### src/rtl/rw_sched_pkg.sv
// Shared types for the two-context step scheduler: FSM state encoding,
// context id type and the width of the optional step counters.
package rw_sched_pkg;

  typedef enum logic [1:0] {
    S_IDLE = 2'd0,
    S_STEP = 2'd1,
    S_RESP = 2'd2
  } state_t;

  typedef logic ctx_id_t;

  localparam int CNT_W = 16;

endpackage

### src/rtl/rw_rr_arb2.sv
// Two-way round-robin arbiter. The pointer remembers the last context that
// was actually accepted; on a tie the other context wins. After reset the
// pointer says "context 1 went last" so context 0 wins the first tie.
module rw_rr_arb2
  import rw_sched_pkg::*;
(
  input  logic       clk,
  input  logic       rst,
  input  logic [1:0] i_elig,
  input  logic       i_accept,
  output logic       o_gnt_valid,
  output ctx_id_t    o_gnt
);

  ctx_id_t r_last;

  // Pick the winner from the eligible set and the last-granted pointer.
  // NOTE: every output of a combinational block is given a default first, so no path can leave it unassigned and infer a latch.
  always_comb begin
    o_gnt_valid = |i_elig;
    o_gnt       = 1'b0;
    if (i_elig == 2'b11) begin
      o_gnt = ~r_last;
    end else if (i_elig[1]) begin
      o_gnt = 1'b1;
    end
  end

  // Advance the pointer only when the grant is consumed.
  // NOTE: state is updated with non-blocking assignments so every flop samples pre-edge values regardless of block ordering.
  always_ff @(posedge clk) begin
    if (rst) begin
      r_last <= 1'b1;
    end else if (i_accept) begin
      r_last <= o_gnt;
    end
  end

endmodule

### src/rtl/rw_ctx_sched.sv
// Time-shares one combinational step core between two contexts.
// Each context owns a state register, a halted flag and a response slot.
// Optional feature: define RW_CTX_SCHED_STATS_EN to add per-context
// 16-bit step counters (step_cnt0, step_cnt1).
module rw_ctx_sched
  import rw_sched_pkg::*;
#(
  parameter int unsigned      IN_W    = 1,
  parameter int unsigned      OUT_W   = 1,
  parameter int unsigned      ST_W    = 1,
  parameter logic [ST_W-1:0]  ST_INIT = ST_W'(1)
) (
  input  logic             clk,
  input  logic             rst,
  input  logic             req0_valid,
  input  logic             req1_valid,
  input  logic [IN_W-1:0]  req0_data,
  input  logic [IN_W-1:0]  req1_data,
  output logic             req0_ready,
  output logic             req1_ready,
  output logic             resp0_valid,
  output logic             resp1_valid,
  output logic [OUT_W-1:0] resp0_data,
  output logic [OUT_W-1:0] resp1_data,
  output logic             resp0_cont,
  output logic             resp1_cont,
  input  logic             resp0_ready,
  input  logic             resp1_ready,
  output logic [IN_W-1:0]  dev_in,
  output logic [ST_W-1:0]  dev_st,
  input  logic [OUT_W-1:0] dev_out,
  input  logic [ST_W-1:0]  dev_st_next,
  input  logic             dev_cont,
`ifdef RW_CTX_SCHED_STATS_EN
  output logic [CNT_W-1:0] step_cnt0,
  output logic [CNT_W-1:0] step_cnt1,
`endif
  output logic [1:0]       halted
);

  state_t                  r_state;
  state_t                  w_state_nxt;
  ctx_id_t                 r_ctx;
  logic [IN_W-1:0]         r_in;
  logic [ST_W-1:0]         r_dev_st;
  logic [1:0][ST_W-1:0]    r_st;
  logic [1:0][OUT_W-1:0]   r_resp_data;
  logic [1:0]              r_resp_cont;
  logic [1:0]              r_resp_valid;
  logic [1:0]              r_halted;

  logic [1:0]              w_req_valid;
  logic [1:0]              w_resp_ready;
  logic [1:0]              w_elig;
  logic [1:0]              w_req_ready;
  logic                    w_gnt_valid;
  ctx_id_t                 w_gnt;
  logic                    w_accept;

  assign w_req_valid  = {req1_valid, req0_valid};
  assign w_resp_ready = {resp1_ready, resp0_ready};
  // A halted context never competes for the core.
  assign w_elig       = w_req_valid & ~r_halted;

  rw_rr_arb2 u_arb (
    .clk         (clk),
    .rst         (rst),
    .i_elig      (w_elig),
    .i_accept    (w_accept),
    .o_gnt_valid (w_gnt_valid),
    .o_gnt       (w_gnt)
  );

  // FSM state register.
  always_ff @(posedge clk) begin
    if (rst) begin
      r_state <= S_IDLE;
    end else begin
      r_state <= w_state_nxt;
    end
  end

  // Next-state and handshake decode; requests are only taken in IDLE.
  always_comb begin
    w_state_nxt = r_state;
    w_req_ready = 2'b00;
    w_accept    = 1'b0;
    unique case (r_state)
      S_IDLE: begin
        if (w_gnt_valid) begin
          w_req_ready[w_gnt] = 1'b1;
          w_accept           = 1'b1;
          w_state_nxt        = S_STEP;
        end
      end
      S_STEP: w_state_nxt = S_RESP;
      S_RESP: begin
        if (r_resp_valid[r_ctx] && w_resp_ready[r_ctx]) begin
          w_state_nxt = S_IDLE;
        end
      end
      default: w_state_nxt = S_IDLE;
    endcase
  end

  // Capture the request, run the core for one cycle, then hold the response.
  // NOTE: the per-context state array is reset explicitly because every context must restart from ST_INIT; it is two words, not a RAM.
  always_ff @(posedge clk) begin
    if (rst) begin
      r_ctx        <= 1'b0;
      r_in         <= '0;
      r_dev_st     <= '0;
      r_st         <= {2{ST_INIT}};
      r_resp_data  <= '0;
      r_resp_cont  <= '0;
      r_resp_valid <= '0;
      r_halted     <= '0;
    end else begin
      if (w_accept) begin
        r_ctx    <= w_gnt;
        r_in     <= w_gnt ? req1_data : req0_data;
        r_dev_st <= r_st[w_gnt];
      end
      if (r_state == S_STEP) begin
        r_st[r_ctx]         <= dev_st_next;
        r_resp_data[r_ctx]  <= dev_out;
        r_resp_cont[r_ctx]  <= dev_cont;
        r_resp_valid[r_ctx] <= 1'b1;
        if (!dev_cont) begin
          r_halted[r_ctx] <= 1'b1;
        end
      end
      if ((r_state == S_RESP) && w_resp_ready[r_ctx]) begin
        r_resp_valid[r_ctx] <= 1'b0;
      end
    end
  end

  assign req0_ready  = w_req_ready[0];
  assign req1_ready  = w_req_ready[1];
  assign resp0_valid = r_resp_valid[0];
  assign resp1_valid = r_resp_valid[1];
  assign resp0_data  = r_resp_data[0];
  assign resp1_data  = r_resp_data[1];
  assign resp0_cont  = r_resp_cont[0];
  assign resp1_cont  = r_resp_cont[1];
  // Core inputs come from registers loaded at acceptance, so they hold
  // their last values whenever the core is not in use.
  assign dev_in      = r_in;
  assign dev_st      = r_dev_st;
  assign halted      = r_halted;

`ifdef RW_CTX_SCHED_STATS_EN
  logic [CNT_W-1:0] r_step_cnt0;
  logic [CNT_W-1:0] r_step_cnt1;

  // Count STEP cycles per context; wraps naturally at all-ones.
  always_ff @(posedge clk) begin
    if (rst) begin
      r_step_cnt0 <= '0;
      r_step_cnt1 <= '0;
    end else if (r_state == S_STEP) begin
      if (r_ctx) begin
        r_step_cnt1 <= r_step_cnt1 + CNT_W'(1);
      end else begin
        r_step_cnt0 <= r_step_cnt0 + CNT_W'(1);
      end
    end
  end

  assign step_cnt0 = r_step_cnt0;
  assign step_cnt1 = r_step_cnt1;
`endif

endmodule

### config.mk
export PLATFORM = sky130hd
export DESIGN_NAME = rw_ctx_sched
export DESIGN_NICKNAME = d
export VERILOG_FILES = /design/src/rtl/rw_sched_pkg.sv /design/src/rtl/rw_rr_arb2.sv /design/src/rtl/rw_ctx_sched.sv
export SDC_FILE = /design/constraint.sdc
export NUM_CORES = 1
export LEC_CHECK = 0
export BUFFER_PORTS_ARGS = -buffer_cell sky130_fd_sc_hd__buf_2
export CORE_MARGIN = 2
export CORE_UTILIZATION = 40
export CTS_CLUSTER_DIAMETER = 80
export DETAILED_ROUTE_END_ITERATION = 8
export GPL_ROUTABILITY_DRIVEN = 0
export PLACE_DENSITY = 0.68
export SLEW_MARGIN = 15
export SYNTH_ARGS = -nofsm -noshare
export SYNTH_HDL_FRONTEND = slang
export SYNTH_HIERARCHICAL = 1
export SYNTH_SLANG_ARGS = --single-unit
### constraint.sdc
create_clock -name clk -period 1.2 [get_ports clk]
set_input_delay 0.24 -clock clk [delete_from_list [all_inputs] [get_ports clk]]
set_output_delay 0.24 -clock clk [all_outputs]
set_load 0.1 [all_outputs]
==> impl_metrics.tcl, run 1 <==
set metrics [dict create \
    area_growth_pct 66.7 \
    layout_commonest_cell "buf_12" \
    setup_viol 8 \
    setup_tns_ns -1.77 \
    p_per_area_nw_per_um2 1430 \
    fp.dieH_um 45.9 \
    fmax_mhz 592 \
    worstMarginPinSlew_ns 0.317 \
    antenna_left 0 \
    p_leak_nw 0.499 \
    coreArea_um2 1690 \
    grt_max_degree 17 \
    r2r-end "u_arb/r_last" \
    violations "negative setup slack" \
    synthCells 72 \
    total_power_mw 1.67 \
    cp_top_family "simple AND/OR/NAND/NOR gates" \
    grt_pass1_wl_um 2770 \
    finalHoldViolations 0 \
    min_period_ns 1.69 \
    ctsHoldBuffers 0 \
    rsz0062_at_grt "yes" \
    rr_startpoint "halted[0]" \
    cap_violations 0 \
    start_util_pct 41.6 \
    overflow 0 \
    synth_cell_type_count 23 \
    cp_max_fo 3 \
    place_inst 118 \
    skew_ns 0.00644 \
    clk_pin_slew_ns 0.09 \
    via_per_inst 5.27 \
    syn_area_um2 702 \
    synth_warnings 6 \
    reg2reg_slack_ns -0.25 \
    dp_hpwl_um 1220 \
    critPathMaxStageDelay_ns 0.36 \
    period_share_pct 141 \
    vias 643 \
    dr.pass1.iters 3 \
    wire_per_inst_um 14.0 \
    wirelength_um 1700 \
    peakVddDrop_v 0.000822 \
    layout_setup_ws_ns -0.489 \
    whs_endpoint "r_st[0]" \
    synth_compound_area_share_pct 15.2 \
    track_usage_pct 19.0 \
    critPathCaptureType "primary output" \
    ys_ff_latch 16 \
    final_cell_mix "buf_12 (12), buf_2 (10), buf_4 (10)" \
    status "finished with violations" \
    synth_fp_nets 83 \
    crit_chain "nor2b_4 > or2_2 > nor3b_4 > nor2b_4 > buf_12" \
    clock_latency_ns 0.29 \
    path_buf_inv 1 \
    cts_buffer_depth 2 \
    maxSlewViolCount 0 \
    io_pins 23 \
    portBuffers 22 \
    critPathKind "reg2out" \
    synth_fa_ha_area_share_pct 0 \
    crit_path_start_kind "flip-flop" \
    fp.dieW_um 45.9 \
    reg2reg_depth 6 \
    yosys.area_share.simple_pct 24.8 \
    min_from "dev_st_next" \
    synth_top_family_by_area "simple AND/OR/NAND/NOR gates" \
    critPathArrivalTime_ns 1.45 \
    nNetsFinal 117 \
    cts_tree "done" \
    seq_area_frac_synth_pct 45.6 \
    required_ns 0.96 \
    synthMuxAreaShare_pct 9.98 \
    instances_no_fill 122 \
    cp_common_cell "nor2b_4" \
    clock_sinks 16 \
    rows 15 \
    syn_area_per_cell_um2 9.75 \
    die_area_um2 2110 \
    synthXorXnorAreaFrac_pct 0 \
    antenna_found_initial 0 \
    cts_root_buf "clkbuf_4" \
    hp-class "in2reg" \
    slowest_stage "dfxtp_4" \
    layout-drive-gt1-share_pct 56.2 \
    cts-htree-levels 1 \
    numCtsBuffers 3 \
    drc_errors 0 \
    drt-initial-drc-count 3 \
    n_antenna_cell 0 \
    holdWs_ns 0.163 \
    min_path_cells 2 \
    grt_pass1_vias 665 \
    slew_headroom_pct 78.8 \
]
## cells in the mapped netlist, drive strengths merged
master / n / area [um2]
buf: 3 / 23.8
nand3b: 1 / 7.51
nor2b: 8 / 50.1
a21boi: 1 / 7.51
a211o: 3 / 26.3
a21oi: 5 / 25.0
o21ai: 2 / 10.0
or2: 1 / 6.26
a211oi: 5 / 37.5
and2: 1 / 6.26
nor3b: 3 / 45.1
nand3: 1 / 5.00
nand2b: 1 / 6.26
and3: 1 / 6.26
mux2i: 7 / 70.1
inv: 1 / 3.75
nor2: 10 / 37.5
clkbuf: 1 / 3.75
nand2: 1 / 3.75
dfxtp: 16 / 320
## what timing repair did
action	4_1_cts	5_1_grt
endpoints found under the setup margin	9	16
setup buffers	1	0
pin swaps	1	1
resized for setup	10	7
## through the flow
step	worst slack [ns]	utilization, %	instance area, um2
finish	-0.489	69.3	1170
global route	-0.541	69.3	1170
CTS	-0.501	68.9	1160
detailed placement	-0.264	64.7	1090
global placement	-0.253	64.7	1090
floorplan	-0.663	-	727
## worst max path at each step
stage / startpoint / to / cells after the start
global placement: req1_valid / req1_ready / 6
floorplan: halted[0] / req0_ready / 4
CTS: halted[1] / req1_ready / 5
detailed placement: req1_valid / req1_ready / 6
global route: halted[0] / req0_ready / 5
finish: halted[0] / req0_ready / 5
## kinds of logic (layout without fill, tap and decap cells)
kind of cell	Yosys count	count (layout)
buffers and inverters	5	38
DFF	16	16
AOI/OAI and AO/OA	16	16
and+or+nand+nor	28	28
muxes	7	7
## state kept, by name (all words and copies together), names as in the netlist, named ones only
name	flops
resp1_data	1
r_ctx	1
r_resp_valid	1
dev_in	1
r_state	2
r_st	2
resp0_data	1
dev_st	1
u_arb/r_last	1
halted	2
r_resp_cont	2
## report_power, final
group | internal (mW) | switching (mW)
Combinational | 0.307 | 0.418
Sequential | 0.582 | 0.0639
Clock | 0.129 | 0.168
## per-layer routing
metal	up-vias	part of all wire, %	wire (um)	GRT usage [%]
li1	317	-	-	-
met1	306	43	732	21.6
met3	2	5.0	86	8.33
met4	0	0.70	12	9.71
met2	18	51	872	30.0
met5	-	0	0	0
## final cells by class
cell class | count | area, um2
clock buffers | 4 | 26.3
fillers | 126 | 519
inverters | 1 | 3.75
multi-input cells | 51 | 402
flip-flops and latches | 16 | 340
well taps | 17 | 21.3
repair buffers | 33 | 377
No activity file was read; power rests on OpenSTA's default activity.
==> inputs of run 2 (changes only) <==
--- a/config.mk
+++ b/config.mk
@@ -7,11 +7,11 @@
 export LEC_CHECK = 0
 export BUFFER_PORTS_ARGS = -buffer_cell sky130_fd_sc_hd__buf_2
 export CORE_MARGIN = 2
-export CORE_UTILIZATION = 40
+export CORE_UTILIZATION = 42
 export CTS_CLUSTER_DIAMETER = 80
 export DETAILED_ROUTE_END_ITERATION = 8
 export GPL_ROUTABILITY_DRIVEN = 0
-export PLACE_DENSITY = 0.68
+export PLACE_DENSITY = 0.71
 export SLEW_MARGIN = 15
 export SYNTH_ARGS = -nofsm -noshare
 export SYNTH_HDL_FRONTEND = slang
==> run 2 against run 1 <==
Core utilization is 10 points higher. Worst setup slack worse by 0.068 ns. First-iteration DRC count is 130% higher. The run still ends with negative setup slack left. Via count is 7.2% higher. Cell count is 1.6% higher. Clock-buffer cell count is 1 lower. Total power is 1.4% higher. Global-route usage is 3.0 points higher. Sequential power hardly changed. Largest power group unchanged. Largest cell class is now buffers. Cell area is 4.4% higher. Clock power is 4% lower. Fmax is 3.9% lower.
==> impl_metrics.tcl, run 2 (synthesized netlist as in run 1, its figures left out) <==
set metrics [dict create \
    status "finished with violations" \
    violations "negative setup slack" \
    fin_util_pct 79.2 \
    critPathMaxStageDelay_ns 0.36 \
    worstMarginPinSlew_ns 0.311 \
    track_usage_pct 22.0 \
    register_area_um2 344 \
    min_period_ns 1.76 \
    cp_common_cell "nor2b_4" \
    cts_tree "done" \
    vias 689 \
    drt-initial-drc-count 7 \
    n_antenna_cell 0 \
    finalHoldViolations 0 \
    layout_commonest_cell "buf_12" \
    layout_setup_ws_ns -0.557 \
    coreArea_um2 1540 \
    numCtsBuffers 3 \
    peakVddDrop_v 0.000793 \
    clock_latency_ns 0.28 \
    holdWs_ns 0.198 \
    layout-drive-gt1-share_pct 58.3 \
    io_pins 23 \
    cts-htree-levels 1 \
    skew_ns 0.00399 \
    slew_headroom_pct 79.3 \
    required_ns 0.96 \
    period_share_pct 146 \
    antenna_found_initial 0 \
    die_area_um2 2010 \
    grt.busiest_layer "met2" \
    cp_max_fo 4 \
    overflow 0 \
    slowest_stage "dfxtp_4" \
    via_per_inst 5.56 \
    path_buf_inv 1 \
    cp_top_family "simple AND/OR/NAND/NOR gates" \
    rows 14 \
    dr.pass1.iters 4 \
    grtUsageMet2_pct 36.5 \
    setup_viol 9 \
    portBuffers 22 \
    total_power_mw 1.69 \
    area_growth_pct 74.0 \
    fmax_mhz 569 \
    hp-class "in2reg" \
    wirelength_um 2010 \
    drc_errors 0 \
    p_leak_nw 0.526 \
    fp.dieH_um 44.9 \
    critPathArrivalTime_ns 1.52 \
    dp_hpwl_um 1230 \
    wire_per_inst_um 16.2 \
    final_cell_mix "buf_12 (12), buf_2 (10), nor2_1 (9), buf_4 (9), dfxtp_2 (7)" \
    crit_path_start_kind "flip-flop" \
    multi_input_area_um2 413 \
    crit_chain "nor2b_4 > or2_4 > nor3b_4 > nor2b_4 > buf_12" \
    grt_pass1_vias 685 \
    critPathKind "reg2out" \
    start_util_pct 45.5 \
    grt_pass1_wl_um 3110 \
    grt_util_met1_pct 27.6 \
    antenna_left 0 \
    fillCellCount 90 \
    stdcell_area_um2 1220 \
    grt_use_met3_pct 4.00 \
    clk_pin_slew_ns 0.09 \
    p_per_area_nw_per_um2 1390 \
    grt_max_degree 17 \
    cap_violations 0 \
    critPathCaptureType "primary output" \
    maxSlewViolCount 0 \
    setup_tns_ns -1.91 \
    nNetsFinal 120 \
    dpl_cell_area_um2 1080 \
    rsz0062_at_grt "yes" \
    clock_sinks 16 \
    fp.dieW_um 44.9 \
    cts_buffer_depth 2 \
    cts_root_buf "clkbuf_4" \
]
-- run 2: cell count changes in the layout (fill, tap and decap cells not counted), sizes merged --
cell / before / now
clkinv: 0 / 1
clkbuf: 4 / 3
buf: 33 / 36
-- run 2: area by class of cell --
class	count	share of cell area [%]
repair buffers	36	33.9
multi-input cells	51	33.8
flip-flops and latches	16	28.2
clock buffers	3	1.84
well taps	16	1.64
clock inverters	1	0.307
inverters	1	0.307
-- run 2: worst paths after layout --
check,start,to,slack (ns),cells after the start
worst max-delay path,halted[0],req0_ready,-0.56,5
worst min-delay path,dev_st_next,r_st[0],0.20,2
worst max register to register,halted[0],u_arb/r_last,-0.24,6
worst min register to register,flip-flop,r_state[1],0.50,1
-- run 2: layer usage --
layer,share of wire [%],vias up
li1,-,320
met1,41,336
met2,51,27
met3,5.2,6
met4,2.3,0
met5,0,-
-- run 2: report_power, final --
part	total (mW)	internal [mW]	switching, mW
combinational	0.764	0.333	0.431
sequential	0.644	0.582	0.0616
clock	0.284	0.121	0.164
total	1.69	1.04	0.656
-- run 2: timing repair --
item                                   CTS  global route
endpoints found under the hold margin    0             0
gates resized for setup                 14            10
buffers inserted                         5             5
hold buffers                             0             0
setup endpoints to repair               12            13
pin swaps                                3             9
-- run 2: through the flow --
step / std cells / setup WS [ns]
after detailed placement: 115 / -0.311
after global placement: 115 / -0.267
after CTS: 123 / -0.518
after floorplan: 72 / -0.663
final: 124 / -0.557
after global routing: 124 / -0.621
-- run 2: worst reg2reg max path: stages (launching register included) --
cell	delay [ns]
dfxtp_4	0.36
nor2b_4	0.11
or2_4	0.11
nor3b_4	0.25
buf_4	0.19
nor2b_1	0.05
a211o_1	0.25
==> inputs of run 3 (changes only) <==
--- a/config.mk
+++ b/config.mk
@@ -12,6 +12,7 @@
 export DETAILED_ROUTE_END_ITERATION = 8
 export GPL_ROUTABILITY_DRIVEN = 0
 export PLACE_DENSITY = 0.71
+export SETUP_SLACK_MARGIN = 0.1
 export SLEW_MARGIN = 15
 export SYNTH_ARGS = -nofsm -noshare
 export SYNTH_HDL_FRONTEND = slang
==> run 3 against run 2 <==
The flow still finishes with violations (negative setup slack). Cell count increased by 1.6%. Sequential cell count did not move. Global-route usage is 2.5 points lower. First-iteration DRC count decreased by 29%. Non-clock buffer count up 2. Combinational power shrank 5.0%. Clock power up 28%. Wire length fell by 12%. Critical path type unchanged. Largest power group unchanged.
==> impl_metrics.tcl, run 3 (synthesized netlist as in run 1, its figures left out) <==
set metrics [dict create \
    fin_util_pct 79.8 \
    p_sw_share_pct 37.3 \
    crit_chain "nor2b_4 > or2_4 > nor3b_4 > nor2b_4 > buf_12" \
    peakVddDrop_v 0.00101 \
    clock_latency_ns 0.29 \
    instances_no_fill 126 \
    intPower_mw 1.09 \
    stdcell_area_um2 1230 \
    cts_tree "done" \
    coreArea_um2 1540 \
    grt_pass1_vias 653 \
    setup_viol 9 \
    setup_tns_ns -1.83 \
    critPathCaptureType "primary output" \
    rows 14 \
    layout_setup_ws_ns -0.532 \
    period_share_pct 144 \
    clock_sinks 16 \
    total_power_mw 1.73 \
    via_per_inst 5.17 \
    cp_top_family "simple AND/OR/NAND/NOR gates" \
    fp.dieH_um 44.9 \
    layout-drive-gt1-share_pct 59.1 \
    antenna_found_initial 0 \
    layout_commonest_cell "buf_4" \
    worstMarginPinSlew_ns 0.316 \
    fmax_mhz 577 \
    skew_ns 0.00227 \
    critPathMaxStageDelay_ns 0.36 \
    cap_violations 0 \
    area_growth_pct 75.2 \
    rsz0062_at_grt "yes" \
    nNetsFinal 122 \
    io_pins 23 \
    p_leak_nw 0.537 \
    cp_common_cell "nor2b_4" \
    critPathArrivalTime_ns 1.49 \
    wire_per_inst_um 14.1 \
    holdWs_ns 0.166 \
    numCtsBuffers 3 \
    ctsHoldBuffers 0 \
    drt-initial-drc-count 5 \
    place_inst 117 \
    slew_headroom_pct 78.9 \
    pwr-share-clk_pct 20.9 \
    p_switching_mw 0.647 \
    overflow 0 \
    fillCellCount 95 \
    die_area_um2 2010 \
    n_antenna_cell 0 \
    wirelength_um 1780 \
    cts_buffer_depth 2 \
    p_seq_share_pct 37.2 \
    dr.pass1.iters 4 \
    hp-class "in2reg" \
    critPathKind "reg2out" \
    min_period_ns 1.73 \
    violations "negative setup slack" \
    slowest_stage "dfxtp_4" \
    track_usage_pct 19.5 \
    post-place-ws_ns -0.293 \
    path_buf_inv 1 \
    drc_errors 0 \
    cp_max_fo 3 \
    maxSlewViolCount 0 \
    status "finished with violations" \
    finalHoldViolations 0 \
    crit_path_start_kind "flip-flop" \
    grt_pass1_wl_um 2730 \
    dp_hpwl_um 1170 \
    antenna_left 0 \
    fp.dieW_um 44.9 \
    start_util_pct 45.5 \
    cts-htree-levels 1 \
    comb_power_share_pct 41.9 \
    cts_root_buf "clkbuf_4" \
    clk_pin_slew_ns 0.09 \
    p_per_area_nw_per_um2 1410 \
    final_cell_mix "buf_4 (13), buf_12 (12), nor2_1 (10), buf_2 (10)" \
    required_ns 0.96 \
    dpl_cell_area_um2 1100 \
    portBuffers 22 \
    vias 651 \
    grt_max_degree 17 \
]
[run 3: cell types whose count changed in the layout (fill, tap and decap cells not counted), sizes merged]
cell | before | now
buf | 36 | 38
clkbuf | 3 | 4
clkinv | 1 | 0
[run 3: layout make-up]
cell class	count	area [um2]	share of cell area [%]
repair buffers	38	422	34.3
multi-input cells	51	394	32.0
flip-flops and latches	16	354	28.8
clock buffers	4	36.3	2.95
well taps	16	20.0	1.63
inverters	1	3.75	0.305
[run 3: power by group through the flow]
stage / sequential, mW / combinational (mW) / clock (mW)
3_5_place_dp: 0.650 / 0.681 / 0
5_1_grt: 0.651 / 0.759 / 0.399
4_1_cts: 0.642 / 0.697 / 0.377
3_3_place_gp: 0.648 / 0.672 / 0
2_1_floorplan: 0.802 / 0.273 / 0
6_report: 0.644 / 0.726 / 0.363
[run 3: path summary, 6_finish.rpt]
| check | from | end | slack, ns | cells after the start |
|---|---|---|---|---|
| worst max-delay path | halted[0] | req0_ready | -0.53 | 5 |
| worst min-delay path | dev_st_next | r_st[0] | 0.17 | 2 |
| worst max register to register | halted[0] | u_arb/r_last | -0.20 | 6 |
| worst min register to register | r_st[1] | r_st[1] | 0.51 | 1 |
[run 3: per-layer routing]
| metal | global-route usage, % | share of wire [%] |
|---|---|---|
| met4 | 12.4 | 2.2 |
| met3 | 6.00 | 3.4 |
| met5 | 0 | 0 |
| met2 | 31.9 | 52 |
| met1 | 22.1 | 42 |
[run 3: repair_timing]
item	4_1_cts	5_1_grt
pin swaps	2	3
setup endpoints to repair	19	19
resized for setup	11	8
buffers inserted	1	4
